===== config.mk =====
export PLATFORM = sky130hd
export DESIGN_NAME = tx_uart_module
export DESIGN_NICKNAME = d
export VERILOG_FILES = /design/src/rtl/tx_uart_module_pkg.sv /design/src/rtl/tx_bps_module.sv /design/src/rtl/tx_uart_module.sv
export SDC_FILE = /design/constraint.sdc
export NUM_CORES = 1
export LEC_CHECK = 0
export CORE_MARGIN = 5
export CORE_UTILIZATION = 25
export CTS_CLUSTER_DIAMETER = 120
export CTS_CLUSTER_SIZE = 30
export DETAILED_ROUTE_END_ITERATION = 8
export HOLD_SLACK_MARGIN = 0.03
export PLACE_DENSITY_LB_ADDON = 0.12
export SETUP_SLACK_MARGIN = 0.3
export SYNTH_ARGS = -nofsm -noshare
export SYNTH_HDL_FRONTEND = slang
export SYNTH_HIERARCHICAL = 1
export SYNTH_SLANG_ARGS = --single-unit

===== constraint.sdc =====
create_clock -name CLK -period 2.88 [get_ports CLK]
set_input_delay 0.576 -clock CLK [delete_from_list [all_inputs] [get_ports CLK]]
set_output_delay 0.576 -clock CLK [all_outputs]
set_load 0.05 [all_outputs]

===== src/rtl/tx_uart_module_pkg.sv =====
// Shared UART definitions: frame state encodings, default baud divider and data width.
// Used by both the transmit and receive paths.
package tx_uart_module_pkg;

  typedef enum logic [2:0] {
    ST_IDLE   = 3'd0,
    ST_START  = 3'd1,
    ST_DATA   = 3'd2,
    ST_PARITY = 3'd3,
    ST_STOP   = 3'd4
  } uart_state_e;

  localparam int UART_CLK_DIV_DEF = 5208;  // 50 MHz / 9600 baud
  localparam int UART_DATA_W      = 8;

endpackage


===== src/rtl/tx_bps_module.sv =====
// Baud tick generator: counts 0..CLK_DIV-1 while Count_Sig is high and
// pulses BPS_CLK for one cycle on the last count of each bit.
module tx_bps_module
  import tx_uart_module_pkg::*;
#(
  parameter int CLK_DIV = UART_CLK_DIV_DEF
) (
  input  logic CLK,
  input  logic RSTn,
  input  logic Count_Sig,
  output logic BPS_CLK
);

  localparam int CNT_W = $clog2(CLK_DIV);

  logic [CNT_W-1:0] cnt;

  assign BPS_CLK = Count_Sig && (cnt == CNT_W'(CLK_DIV - 1));

  always_ff @(posedge CLK or negedge RSTn) begin
    if (!RSTn) begin
      cnt <= '0;
    end else if (!Count_Sig || BPS_CLK) begin
      cnt <= '0;
    end else begin
      cnt <= cnt + 1'b1;
    end
  end

endmodule


===== src/rtl/tx_uart_module.sv =====
// UART transmitter: one byte per valid/ready handshake, LSB first, optional
// parity, 1 or 2 stop bits, registered serial output and a done strobe per frame.
module tx_uart_module
  import tx_uart_module_pkg::*;
#(
  parameter int CLK_DIV    = UART_CLK_DIV_DEF,
  parameter bit PARITY_EN  = 1'b0,
  parameter bit PARITY_ODD = 1'b0,
  parameter int STOP_BITS  = 1
) (
  input  logic                   CLK,
  input  logic                   RSTn,
  input  logic                   TX_Valid,
  input  logic [UART_DATA_W-1:0] TX_Data,
  output logic                   TX_Ready,
  output logic                   TX_Done_Sig,
  output logic                   TX_Pin_Out
);

  localparam int IDX_W = $clog2(UART_DATA_W);

  uart_state_e            state, state_nxt;
  logic                   bps_tick;
  logic [UART_DATA_W-1:0] shift_reg;
  logic [IDX_W-1:0]       bit_idx;
  logic                   stop_cnt;
  logic                   parity_bit;
  logic                   pin_nxt, done_nxt;
  logic                   load, shift_en, stop_adv, stop_clr;

  assign TX_Ready = (state == ST_IDLE);

  tx_bps_module #(.CLK_DIV(CLK_DIV)) u_bps (
    .CLK       (CLK),
    .RSTn      (RSTn),
    .Count_Sig (state != ST_IDLE),
    .BPS_CLK   (bps_tick)
  );

  always_comb begin
    state_nxt = state;
    pin_nxt   = TX_Pin_Out;
    done_nxt  = 1'b0;
    load      = 1'b0;
    shift_en  = 1'b0;
    stop_adv  = 1'b0;
    stop_clr  = 1'b0;
    unique case (state)
      ST_IDLE: begin
        if (TX_Valid) begin
          state_nxt = ST_START;
          pin_nxt   = 1'b0;
          load      = 1'b1;
        end
      end
      ST_START: begin
        if (bps_tick) begin
          state_nxt = ST_DATA;
          pin_nxt   = shift_reg[0];
        end
      end
      ST_DATA: begin
        if (bps_tick) begin
          shift_en = 1'b1;
          if (bit_idx == IDX_W'(UART_DATA_W - 1)) begin
            state_nxt = PARITY_EN ? ST_PARITY : ST_STOP;
            pin_nxt   = PARITY_EN ? parity_bit : 1'b1;
          end else begin
            // shift_reg advances on this same edge, so the next bit is [1]
            pin_nxt = shift_reg[1];
          end
        end
      end
      ST_PARITY: begin
        if (bps_tick) begin
          state_nxt = ST_STOP;
          pin_nxt   = 1'b1;
        end
      end
      ST_STOP: begin
        if (bps_tick) begin
          if (stop_cnt == 1'(STOP_BITS - 1)) begin
            state_nxt = ST_IDLE;
            done_nxt  = 1'b1;
            stop_clr  = 1'b1;
          end else begin
            stop_adv = 1'b1;
          end
        end
      end
      default: begin
        state_nxt = ST_IDLE;
        pin_nxt   = 1'b1;
      end
    endcase
  end

  always_ff @(posedge CLK or negedge RSTn) begin
    if (!RSTn) begin
      state       <= ST_IDLE;
      TX_Pin_Out  <= 1'b1;
      TX_Done_Sig <= 1'b0;
      bit_idx     <= '0;
      stop_cnt    <= 1'b0;
    end else begin
      state       <= state_nxt;
      TX_Pin_Out  <= pin_nxt;
      TX_Done_Sig <= done_nxt;
      if (load) begin
        bit_idx <= '0;
      end else if (shift_en) begin
        bit_idx <= bit_idx + 1'b1;
      end
      if (stop_clr) begin
        stop_cnt <= 1'b0;
      end else if (stop_adv) begin
        stop_cnt <= stop_cnt + 1'b1;
      end
    end
  end

  // Payload registers carry no reset; they are only consumed after a load.
  always_ff @(posedge CLK) begin
    if (load) begin
      shift_reg  <= TX_Data;
      parity_bit <= (^TX_Data) ^ PARITY_ODD;
    end else if (shift_en) begin
      shift_reg <= {1'b0, shift_reg[UART_DATA_W-1:1]};
    end
  end

endmodule


-- Word level (Yosys, flattened, before mapping)
Cells that the tools add are included.
- register bits after elaboration: 30
- bits of input ports: 11
- output and inout port bits: 3
- word-level logic and storage cells: 64
- $add $sub $neg: 3
- eq/ne operators: 13
- mux-type cells: 31
- bitwise operators: 1
- reduce and logical (&&, ||, !) cells: 9
- operators with widths (operator ; number):
    3-bit two-way mux ; 9
    1-bit two-way mux ; 17
    8-bit two-way mux ; 2
    3-bit one-hot mux with 5 select lines ; 1
    13-bit by 1-bit adder with 13-bit output (second input constant) ; 1
    13-bit == test (second input constant) ; 1
    13-bit two-way mux ; 1
    2-bit by 1-bit inequality test with 1-bit output (second input constant) ; 4
    7-bit AND reduction ; 1
    3-bit by 2-bit == test with 1-bit output (second input constant) ; 2
    3-bit == test (second input constant) ; 2
    2-bit inequality test (second input constant) ; 3
    1-bit one-hot mux with 5 select lines ; 1
    5-bit AND reduction ; 1
    2-bit nonzero test ; 2
    3-bit by 1-bit adder with 3-bit output (second input constant) ; 1
    3-bit by 1-bit == test with 1-bit output (second input constant) ; 1
    3-bit logical NOT ; 1
    3-bit nonzero test ; 1
    1-bit adder (second input constant) ; 1
    1-bit logical AND ; 1
    1-bit logical NOT ; 1
    1-bit logical OR ; 1
    1-bit NOT ; 1

-- Depth between registers and ports, before layout
- word-level depth: 6
- depth in mapped cells: 8
- gate-level depth less buffers: 7

-- Cells and area by module
The synthesis kept the hierarchy.
- by module, submodules not included (module ; instances ; cells each ; area each (µm²) ; seq. area each (µm²)):
    tx_uart_module ; 1 ; 59 ; 843.3 ; 466.7
    tx_bps_module ; 1 ; 68 ; 671.9 ; 325.3

-- Worst setup path before layout
No wires, ideal clock.
- path type: register to register
- from: reg state[0]
- to: reg shift_reg[0], enable pin
- library setup time: 277 ps
- data arrival time: 2636 ps
- required time: 2603 ps
- slack: -33 ps
- cell stages (with the launch flop): 9
- buffers on the path: 1
- period minus slack after synthesis: 2913 ps
- cell sequence: dfrtp_1 > buf_4 > nor3_1 > inv_1 > inv_1 > nor4_1 > and4bb_2 > nor2_1 > inv_1
- elaborated cells between the ends (all ways): 8
- classes of those cells: 1 x eq/ne; 3 x mux; 4 x reduce/logical
- RTL lines (what ; line ; source):
    start, declared ; tx_uart_module.sv:22 ; uart_state_e state, state_nxt;
    start signal, assigned ; tx_uart_module.sv:106 ; state <= state_nxt;
    3-bit logical NOT ; - ;
    via TX_Ready ; tx_uart_module.sv:15 ; output logic TX_Ready,
    1-bit two-way mux ; tx_uart_module.sv:48 ; unique case (state)
    2-bit nonzero test (no source line) ; - ;
    end signal, assigned ; tx_uart_module.sv:125 ; shift_reg <= TX_Data;
    end signal, assigned ; tx_uart_module.sv:128 ; shift_reg <= {1'b0, shift_reg[UART_DATA_W-1:1]};
    end, declared ; tx_uart_module.sv:24 ; logic [UART_DATA_W-1:0] shift_reg;
The timed path passes the listed nets, and every way through them passes these cells.
A chain may end at the register's enable or synchronous reset.

-- Worst setup path after layout
- from: reg state[1]
- to: out TX_Ready
- word-level cells in the longest chain between the ends: 1
- ends and longest elaborated chain (what ; line ; source):
    3-bit logical NOT ; tx_uart_module.sv:31 ; assign TX_Ready = (state == ST_IDLE);
    end, declared ; tx_uart_module.sv:15 ;
No other way between the ends.

==> run summary <==
Multi-input gate area: 642 um2
critical path's largest stage delay: 0.84 ns
CTS Buf Count: 5
Mapped Nets: 141
Netlist cell types: 40
Pleak: 0.737 nW
Hold Fails Final Rpt: 0
worst-path fanout max: 9
max-cap violation count: 0
CTS Buffer Depth: 2
Setup Buffers After CTS: 0
drt pass-1 iters: 4
Routed Antenna Nets: 0
RSZ-0062 raised after global routing: no
Clock Skew: 0.00886 ns
Port Buffer Count: 13
first-pass GRT wire length: 4.95 mm
ANT cells: 0
HP Class: flip-flop to flip-flop
Post-synth EDFFs: 8
CTS tree: built
design area: 0.00184 mm2
drc violations: 0
largest net degree at the start of global routing: 23
H-tree depth: 2
layout cells sized above 1: 0.200
initial antenna violation count: 0
Critical Path, Cell by Cell: nor3_2, clkdlybuf4s50_1
outcome: finished clean
Clock Sinks: 30
DRT Wirelength: 2.89 mm
Die W: 87.9 um
via count: 1019
maximum vdd drop: 0.000240 V
fillers: 595
Starting Density: 0.256
Synth Area per Inst: 11.9 um2
Tmin final: 2.46 ns
Slew Viols, Final: 0
vias in the first global route: 1049
Synth Warn #: 6
core box area: 0.00592 mm2
setup violators final: 0
CP arrival: 1.88 ns
prevailing post-synth register cell: dfrtp_1
fin crit share: 0.853
row count: 28
Required @ worst endpoint: 2.30 ns
Worst Path Class, Setup: flip-flop to output pin
clock root cell: clkbuf_8
Post-synth ARST share: 0.733
detail-routed net length per standard cell: 13.2 um
max reg flops: 13
GP Congestion: 0.741
Post-DP HPWL: 2.06 mm
Synth Register Bits: 30
Reg clk slew, reported paths: 0.07 ns
die area: 0.00772 mm2
nature of the critical path endpoint: output pin
sequential cell area: 792 um2
hold buffer count at CTS: 0
Cell Area, Synth: 0.00152 mm2
PD cells: 634 mW/mm2
Critical-path top delay cell: clkdlybuf4s50_1
Total GRT Usage: 0.0836
Setup TNS: 0 ns
GRT Residual Overflow: 0
max_slew headroom: 0.661
Synth Instances: 127
post-cts gate resize count: 0
Area Overhead vs Synth: 21.6%
most frequent cells in the layout: dfrtp_1 (21), clkdlybuf4s50_1 (13), nor2_1 (10)
CP bufs+invs: 1
initial DRC count: 66
Slew @ Worst Pin: 0.507 ns
placed instance area: 0.00171 mm2
sequential area share after synthesis: 0.523
Peak Freq: 0.407 GHz
Nets: 158
drt via density: 4.63
Top Ports: 14
Worst path top cell family by delay: buffers and inverters
Setup crit start kind: flip-flop
Vert. Die Dim: 87.9 um
commonest non-fill, non-tap cell in the layout: dfrtp_1
Skew-Pair Late Insertion Delay: 0.28 ns
Yosys cell counts (2+ instances only):
master / instances / area share
a21oi_1: 9 / 0.030
nor2_1: 10 / 0.025
inv_1: 6 / 0.015
dfrtp_1: 21 / 0.35
ha_1: 3 / 0.025
mux2_4: 7 / 0.069
buf_6: 4 / 0.030
a21o_2: 2 / 0.012
o31ai_1: 4 / 0.020
nor3_1: 2 / 0.0066
nand3_1: 6 / 0.020
nand2_1: 4 / 0.0099
xor2_1: 2 / 0.012
edfxtp_1: 8 / 0.16
buf_4: 2 / 0.0099
a22o_1: 2 / 0.012
o21ai_0: 5 / 0.017
nand4_1: 2 / 0.0083
or3_1: 4 / 0.017
or4_1: 4 / 0.020
power by group:
| group | total [mW] | internal, mW | leakage, nW | switching, mW |
|---|---|---|---|---|
| sequential | 0.522 | 0.475 | 0.366 | 0.0473 |
| combinational | 0.142 | 0.0714 | 0.305 | 0.0704 |
| clock | 0.504 | 0.342 | 0.0658 | 0.162 |
| total | 1.17 | 0.889 | 0.737 | 0.280 |
layer usage:
metal	GRT usage	wire length (um)	vias to the layer above	share of wire
met3	0.0348	151	4	0.052
met1	0.104	1420	488	0.49
met4	0.0377	31	0	0.011
met5	0	0	-	0
met2	0.126	1290	20	0.45
li1	-	-	507	-
cell type report:
cell class                 count  share of cell area
inverter                       6              0.0122
multi-input combinational     84               0.348
tap                           75              0.0509
timing repair buffer          17              0.0869
clock inverter                 3              0.0346
sequential                    30               0.430
clock buffer                   5              0.0373
logic make-up (layout without fill, tap and decap cells):
| family | after synthesis | in the layout | share of synthesized area |
|---|---|---|---|
| compound gates | 26 | 26 | 0.116 |
| buf+inv | 13 | 31 | 0.0570 |
| flops | 30 | 30 | 0.523 |
| simple gates | 44 | 44 | 0.185 |
| fa+ha+maj | 3 | 3 | 0.0248 |
| xor+xnor | 3 | 3 | 0.0173 |
| mux | 8 | 8 | 0.0768 |
worst reg2reg max path, cell delays in order (launching register included):
cell	delay (ns)
dfrtp_1	0.41
or4b_1	0.57
nor4_1	0.34
and4bb_2	0.33
nor2_1	0.09
inv_1	0.26
final timing paths:
path                       slack (ns)                   start                      to  depth (start not counted)
min reg2reg                      0.44    stop_cnt$_DFFE_PN0P_   TX_Done_Sig$_DFF_PN0_                          1
max reg2reg                      0.56  u_bps/cnt[7]$_DFF_PN0_  shift_reg[0]$_DFFE_PP_                          5
min                              0.44    stop_cnt$_DFFE_PN0P_   TX_Done_Sig$_DFF_PN0_                          1
max in group asynchronous        1.96                    RSTn  TX_Pin_Out$_DFFE_PN1P_                          2
min in group asynchronous        0.65                    RSTn    state[1]$_DFFE_PN0P_                          2
max                              0.42    state[1]$_DFFE_PN0P_                TX_Ready                          2
through the flow:
step | worst slack [ns] | hold WS (ns) | cells | util | power [mW]
6_report | 0.424 | 0.440 | 220 | 0.311 | 1.17
5_1_grt | 0.312 | 0.470 | 220 | 0.311 | 1.23
4_1_cts | 0.396 | 0.440 | 220 | 0.311 | 1.19
3_5_place_dp | 0.552 | 0.428 | 212 | 0.289 | 0.677
3_3_place_gp | 0.599 | 0.432 | 212 | 0.289 | 0.676
2_1_floorplan | 0.397 | 0.280 | 127 | - | 0.626
Note: power is estimated with default switching activity, not from simulation.
